### config.mk
export PLATFORM = sky130hd
export DESIGN_NAME = dsp_dot_sequencer
export DESIGN_NICKNAME = d
export VERILOG_FILES = /design/src/rtl/dsp_seq_pkg.sv /design/src/rtl/dsp_dot_sequencer.sv
export SDC_FILE = /design/constraint.sdc
export NUM_CORES = 1
export LEC_CHECK = 0
export ABC_AREA = 0
export BUFFER_PORTS_ARGS = -buffer_cell sky130_fd_sc_hd__buf_4
export CELL_PAD_IN_SITES_DETAIL_PLACEMENT = 1
export CELL_PAD_IN_SITES_GLOBAL_PLACEMENT = 1
export CORE_AREA = 2 2 98 100
export DETAILED_ROUTE_END_ITERATION = 8
export DIE_AREA = 0 0 100 102
export GPL_TIMING_DRIVEN = 1
export PLACE_DENSITY = 0.75
export SLEW_MARGIN = 20
export SYNTH_ARGS = -nofsm -noshare
export SYNTH_HDL_FRONTEND = slang
export SYNTH_SLANG_ARGS = --single-unit
### constraint.sdc
create_clock -name clk -period 2 [get_ports clk]
set_input_delay 0.3 -clock clk [delete_from_list [all_inputs] [get_ports clk]]
set_output_delay 0.3 -clock clk [all_outputs]
set_load 0.01 [all_outputs]
### src/rtl/dsp_seq_pkg.sv
// Shared types and constants for the dot-product sequencer.
// Holds the FSM state enum, static slice pin values and the default width.
package dsp_seq_pkg;

    localparam int DSP_DWIDTH = 8;

    // ay selected, ay and ax each through one input register
    localparam logic [7:0] DSP_MUXSEL_DOT = 8'h0B;

    // accumulator path on resulta
    localparam logic [1:0] DSP_FUNC_ACC = 2'b10;

    typedef enum logic [2:0] {
        IDLE,
        SEED,
        STREAM,
        DRAIN,
        OUT
    } seq_state_t;

endpackage

### src/rtl/dsp_dot_sequencer.sv
// Operand/control sequencer driving one dsp_slice for unsigned dot products.
// Ports: clk, clr_n (async active-low); s_* operand stream (valid/ready/last);
//        cfg_bias seed; m_* result stream with length; dsp_* slice pins.
module dsp_dot_sequencer
    import dsp_seq_pkg::*;
#(
    parameter int DWIDTH = DSP_DWIDTH,
    parameter int LAT    = 4,
    parameter int LEN_W  = 8
) (
    input  logic                  clk,
    input  logic                  clr_n,
    input  logic                  s_valid,
    output logic                  s_ready,
    input  logic [DWIDTH-1:0]     s_a,
    input  logic [DWIDTH-1:0]     s_b,
    input  logic                  s_last,
    input  logic [2*DWIDTH-1:0]   cfg_bias,
    output logic                  m_valid,
    input  logic                  m_ready,
    output logic [2*DWIDTH-1:0]   m_data,
    output logic [LEN_W-1:0]      m_len,
    output logic                  dsp_clr,
    output logic [DWIDTH-1:0]     dsp_ay,
    output logic [DWIDTH-1:0]     dsp_ax,
    output logic                  dsp_loadconst,
    output logic                  dsp_accumulate,
    output logic [4*DWIDTH-1:0]   dsp_constant,
    output logic [7:0]            dsp_muxsel,
    output logic [1:0]            dsp_func,
    input  logic [2*DWIDTH-1:0]   dsp_resulta
);

    localparam int DCW = $clog2(LAT + 1);

    seq_state_t       state;
    logic [LEN_W-1:0] cnt;
    logic [DCW-1:0]   dcnt;
    logic             s_fire;
    logic             seed_go;

    assign s_fire = s_valid && s_ready;

    // Both paths into SEED share one block of output updates below
    assign seed_go = (state == IDLE && !dsp_clr)
                  || (state == OUT && m_valid && m_ready);

    always_ff @(posedge clk or negedge clr_n) begin
        if (!clr_n) begin
            state          <= IDLE;
            s_ready        <= 1'b0;
            m_valid        <= 1'b0;
            m_data         <= '0;
            m_len          <= '0;
            dsp_clr        <= 1'b1;
            dsp_ay         <= '0;
            dsp_ax         <= '0;
            dsp_loadconst  <= 1'b0;
            dsp_accumulate <= 1'b0;
            dsp_constant   <= '0;
            dsp_muxsel     <= '0;
            dsp_func       <= '0;
            cnt            <= '0;
            dcnt           <= '0;
        end else begin
            dsp_muxsel <= DSP_MUXSEL_DOT;
            dsp_func   <= DSP_FUNC_ACC;
            // zero operands unless a beat is taken: bubbles add nothing
            dsp_ay     <= '0;
            dsp_ax     <= '0;

            unique case (state)
                IDLE: begin
                    if (dsp_clr) begin
                        dsp_clr <= 1'b0;
                    end
                end
                SEED: begin
                    state          <= STREAM;
                    dsp_loadconst  <= 1'b0;
                    dsp_accumulate <= 1'b1;
                    s_ready        <= 1'b1;
                end
                STREAM: begin
                    if (s_fire) begin
                        dsp_ay <= s_a;
                        dsp_ax <= s_b;
                        if (cnt != '1) begin
                            cnt <= cnt + LEN_W'(1);
                        end
                        if (s_last) begin
                            state   <= DRAIN;
                            s_ready <= 1'b0;
                            dcnt    <= '0;
                        end
                    end
                end
                DRAIN: begin
                    // last beat reaches resulta LAT edges after its handshake
                    if (dcnt == DCW'(LAT)) begin
                        m_data  <= dsp_resulta;
                        m_len   <= cnt;
                        m_valid <= 1'b1;
                        state   <= OUT;
                    end else begin
                        dcnt <= dcnt + DCW'(1);
                    end
                end
                OUT: begin
                    if (m_ready) begin
                        m_valid <= 1'b0;
                    end
                end
                default: begin
                    state <= IDLE;
                end
            endcase

            if (seed_go) begin
                state          <= SEED;
                dsp_loadconst  <= 1'b1;
                dsp_accumulate <= 1'b0;
                dsp_constant   <= {{(2*DWIDTH){1'b0}}, cfg_bias};
                s_ready        <= 1'b0;
                cnt            <= '0;
            end
        end
    end

endmodule

Word-level counts from Yosys, hierarchy flattened
Cells that the tools add are included.

operators by class
  bitwise gates (word level) = 0
  multiply operators = 0
  div/mod/pow operators = 0
  equality and inequality tests = 15
  shift-type cells = 0
  reductions and logical operators = 21
  order comparisons = 0
  multiplexer cells = 28
  add/sub/neg operators = 2

operator list
  cell                                           count
  2-to-1 mux 8 bit                               8
  2-to-1 mux 3 bit                               7
  one-hot mux 3 bit (4 select lines)             1
  nonzero test 2 bit                             6
  != test 2 bit, second input constant           5
  2-to-1 mux 1 bit                               9
  != test 3 bit, second input constant           3
  AND reduction 3 bit                            3
  adder 8 x 1 -> 8 bit, second input constant    1
  != test 8 bit, second input constant           1
  AND reduction 4 bit                            2
  == test 3 x 2 -> 1 bit, second input constant  2
  == test 3 bit, second input constant           2
  one-hot mux 3 bit (2 select lines)             1
  logical AND 1 bit                              4
  one-hot mux 1 bit (2 select lines)             2
  adder 3 x 1 -> 3 bit, second input constant    1
  == test 3 x 1 -> 1 bit, second input constant  1
  zero test 3 bit                                1
  nonzero test 3 bit                             1
  != test 2 x 1 -> 1 bit, second input constant  1
  AND reduction 2 bit                            1
  OR reduction 2 bit                             1
  zero test 1 bit                                1
  logical OR 1 bit                               1

word-level totals
  output and inout port bits = 87
  bits of input ports = 53
  register bits = 77
  RAM bits = 0
  memories kept = 0
  bits in latches = 0
  ROM bits = 0

Depth between registers and ports, before layout
  depth in word-level cells = 6
  mapped depth = 7
  depth with buffers taken out = 6

Least setup slack after synthesis
Ideal clock, no wire load.

  kind = reg2reg
  start point = register state[2]
  end point = register m_data[10]
  buffers on the path = 3
  path slack = 330 ps
  cell stages (with the launch flop) = 7
  library setup time = 125 ps
  arrival time = 1545 ps
  path through = dfrtp_1 -> buf_6 -> and3b_1 -> and3_1 -> buf_2 -> buf_4 -> mux2_2

between the ends
  longest elaborated chain between the ends = 2

ends and longest elaborated chain
  element                               RTL line                  source
  start, declared                       dsp_dot_sequencer.sv:36   seq_state_t state;
  start signal, assigned                dsp_dot_sequencer.sv:50   state <= IDLE;
  start signal, assigned                dsp_dot_sequencer.sv:79   state <= STREAM;
  start signal, assigned                dsp_dot_sequencer.sv:92   state <= DRAIN;
  == test 3 x 2 -> 1 bit                dsp_dot_sequencer.sv:72   unique case (state)
  AND reduction 2 bit (no source line)  -
  end signal, assigned                  dsp_dot_sequencer.sv:101  m_data <= dsp_resulta;
  end, declared                         dsp_dot_sequencer.sv:21   output logic [2*DWIDTH-1:0] m_data,

No other way between the ends.
A chain may end at the register's enable or synchronous reset.

Final worst setup path
  start point = register cnt[0]
  end point = register cnt[7]

between the ends
  longest elaborated chain between the ends = 5

ends and longest elaborated chain
  element                 RTL line                  source
  start, declared         dsp_dot_sequencer.sv:37   logic [LEN_W-1:0] cnt;
  start signal, assigned  dsp_dot_sequencer.sv:89   cnt <= cnt + LEN_W'(1);
  adder 8 x 1 -> 8 bit    dsp_dot_sequencer.sv:89
  2-to-1 mux 8 bit        dsp_dot_sequencer.sv:88   if (cnt != '1) begin
  2-to-1 mux 8 bit        dsp_dot_sequencer.sv:85   if (s_fire) begin
  2-to-1 mux 8 bit        dsp_dot_sequencer.sv:72
  2-to-1 mux 8 bit        dsp_dot_sequencer.sv:119  if (seed_go) begin

Several ways; a longest one is shown, not always the timed one. The select of a mux whose other input is x is not followed.

==> impl_metrics.py <==
metrics = {
    "pwr": {
        "swShare_pct": 33.3,
        "switchingPower_mw": 1.81,
        "cellLeakagePower_nw": 2.30,
        "seqPwrFrac_pct": 42.1,
        "combPwrFrac_pct": 37.2,
        "p_per_area_nw_per_um2": 1280,
        "power_mw": 5.44,
        "clkPwrFrac_pct": 20.7,
        "ir_drop_mv": 0.527,
        "internal_power_mw": 3.63,
    },
    "routing": {
        "routed_wl_mm": 7.15,
        "vias_per_cell": 4.62,
        "num_vias": 2357,
        "wl_per_cell_um": 14.0,
        "drcViolationCount": 0,
        "drt_pass1_iterations": 4,
        "drt_iter0_markers": 64,
        "ant_nets": 0,
    },
    "floorplan": {
        "ios": 140,
        "die_w_um": 100,
        "die_area_um2": 10200,
        "placementRows": 35,
        "coreArea_um2": 9110,
        "start_util_pct": 34.5,
        "die_h_um": 102,
    },
    "cts": {
        "cts_sinks": 76,
        "cts_inserted_buffers": 9,
        "clock_latency_ns": 0.34,
        "cts_tree": "done",
        "path_clk_slew_ns": 0.08,
        "h-tree-depth": 3,
        "post_cts_buffers": 0,
        "max-clock-path-buffers": 2,
        "cts_root_buffer": "clkbuf_8",
    },
    "yosys": {
        "synth_common_cells": "dfrtp_1 (75), nand2_1 (57), buf_4 (27)",
        "ys_dominant_reg_cell": "dfrtp_1",
        "synth-edff-count": 0,
        "ys_seq_elements": 76,
        "synthXorXnorAreaFrac_pct": 0.557,
        "synth.area.mux_share_pct": 8.92,
        "synth-simple-area-share_pct": 15.2,
        "synth.top_cell.area_share_pct": 59.7,
        "synth_compound_area_share_pct": 4.70,
        "synth_top_family_by_area": "simple AND/OR/NAND/NOR gates",
        "yosysMostFrequentCell": "dfrtp_1",
        "synthTopCellsByArea": "dfrtp_1 (60%), mux2_2 (8.6%), nand2_1 (6.8%), buf_4 (6.4%), and3_1 (3.6%)",
        "postSynthAreaPerCell_um2": 11.5,
        "synth_cell_types": 34,
        "ys_seq_area_share_pct": 60.5,
        "ys.warnings.count": 0,
        "synth_area_um2": 3140,
        "synth_cells": 273,
        "synth.largest_area_cell": "dfrtp_1",
        "synth_adder_area_share_pct": 1.19,
        "synthArstFlopShare_pct": 100,
    },
    "cells_and_area": {
        "area_growth_syn_to_layout_pct": 35.7,
        "multi_input_area_um2": 1050,
        "finalInstanceArea_um2": 4270,
        "seq_area_um2": 1900,
        "fillerInstances": 1047,
        "diodes": 0,
        "layout-drive-gt1-share_pct": 42.6,
        "nNetsFinal": 451,
    },
    "timing": {
        "tns_ns": 0,
        "worstMarginPinSlew_ns": 0.498,
        "hold_violations": 0,
        "max_freq_mhz": 548,
        "finalMaxSlewViolations": 0,
        "finClkSkew_ns": 0.00617,
        "setup_viol_count_final": 0,
        "fin_crit_ns": 1.83,
        "grt_setup_unrepaired": "no",
        "final.setup.worst_slack_ns": 0.174,
        "max-slew-margin-rel_pct": 66.7,
        "fin_crit_sh_pct": 91.3,
    },
    "placed_design": {
        "io_buffers": 117,
        "placed_area_um2": 4070,
        "dp_hpwl_mm": 5.23,
        "gp_congestion": 0.786,
        "dpl_worst_slack_ns": 0.194,
    },
    "worst_setup_path": {
        "critPathRequiredTime_ns": 2.26,
        "arrival_ns": 2.09,
        "reg2regPathDepth": 5,
        "path_class": "reg2reg",
        "path_max_fanout": 12,
        "crit_path_start_kind": "register",
        "cp-end-kind": "register",
    },
    "grt": {
        "overflow": 0,
        "grt_first_pass_wirelength_mm": 11.6,
        "grt_pass1_vias": 2474,
        "track_usage_pct": 14.6,
        "grt_start_max_net_pins": 40,
        "antenna_found_initial": 0,
    },
    "status": {
        "status": "finished clean",
    },
    "flow_run": {
        "maxCapViolCount": 0,
    },
    "worst_hold_path": {
        "hold_class": "in2reg",
        "hold-path-cell-count": 3,
    },
}
metrics by stage:
step / hold WS (ns) / instances / util, %
3_3_place_gp: 0.315 / 494 / 44.6
5_1_grt: 0.140 / 510 / 46.8
6_report: 0.145 / 510 / 46.8
2_1_floorplan: 0.00441 / 294 / -
4_1_cts: 0.126 / 510 / 46.8
3_5_place_dp: 0.310 / 494 / 44.6
cell families (layout without fill, tap and decap cells):
| kind of cell | after synthesis | in the layout |
|---|---|---|
| and+or+nand+nor | 101 | 101 |
| AOI/OAI and AO/OA | 23 | 23 |
| adders and majority gates | 3 | 3 |
| buffers and inverters | 41 | 146 |
| DFF | 76 | 76 |
| muxes | 25 | 25 |
| other | 2 | 23 |
| xor gates and xnor gates | 2 | 2 |
power groups by stage:
stage | Clock [mW] | Combinational [mW] | Sequential (mW)
final | 1.13 | 2.02 | 2.29
after global placement | 0 | 2.00 | 2.30
after global routing | 1.26 | 2.24 | 2.36
after detailed placement | 0 | 2.06 | 2.33
after CTS | 1.19 | 2.07 | 2.30
after floorplan | 0 | 0.906 | 2.46
final cells by class:
type,instances,share of cell area [%]
Inverter,3,0.264
Timing Repair Buffer,128,22.9
Multi-Input combinational cell,177,24.5
Clock inverter,5,1.23
Tap cell,111,3.26
Sequential cell,76,44.6
Clock buffer,10,3.23
worst max-delay path, stage by stage (launching register included):
cell and delay, ns:
dfrtp_1 0.43, ha_1 0.27, nand3_1 0.13, o211ai_2 0.23, or4_1 0.53, a21oi_1 0.17
cells in the final DEF, fill, tap and decap left out, types with 4 or more instances in the layout:
cell,netlist,layout
conb_1,2,23
dfrtp_1,75,75
a21oi_1,8,8
nand2_1,57,57
buf_4,27,126
nand3_1,11,11
o21ai_0,5,4
clkbuf_8,0,10
nor2_1,5,5
mux2_2,24,24
and3_1,18,18
state kept, by name, indices dropped and copies added, names as in the netlist, 3 cells and up:
name / flops
dcnt: 3
m_data: 16
state: 3
cnt: 8
dsp_ay: 8
dsp_ax: 8
dsp_constant: 16
m_len: 8
per-layer routing:
metal,up-vias,track usage (%),share of wire [%]
met3,10,2.94,5.7
met4,0,6.22,1.4
met1,1159,17.7,41
li1,1111,-,-
met5,-,0,0
met2,77,25.7,52
what timing repair did:
action	4_1_cts	5_1_grt
hold endpoints to repair	35	0
endpoints found under the setup margin	0	0
resized for setup	0	0
hold buffers	1	0
worst paths after layout:
path / slack (ns) / endpoint / from
setup / recovery: 0.17 / cnt[7]$_DFFE_PN0P_ / cnt[0]$_DFFE_PN0P_
hold / removal: 0.14 / dsp_constant[7]$_DFFE_PN0P_ / cfg_bias[7]
setup reg to reg: 0.17 / cnt[7]$_DFFE_PN0P_ / cnt[0]$_DFFE_PN0P_
hold reg to reg: 0.48 / dsp_loadconst$_DFFE_PN0P_ / dsp_loadconst$_DFFE_PN0P_
max in group asynchronous: 0.82 / m_data[6]$_DFFE_PN0P_ / clr_n
min in group asynchronous: 0.47 / dsp_constant[2]$_DFFE_PN0P_ / clr_n
No activity file was read; power rests on OpenSTA's default activity.
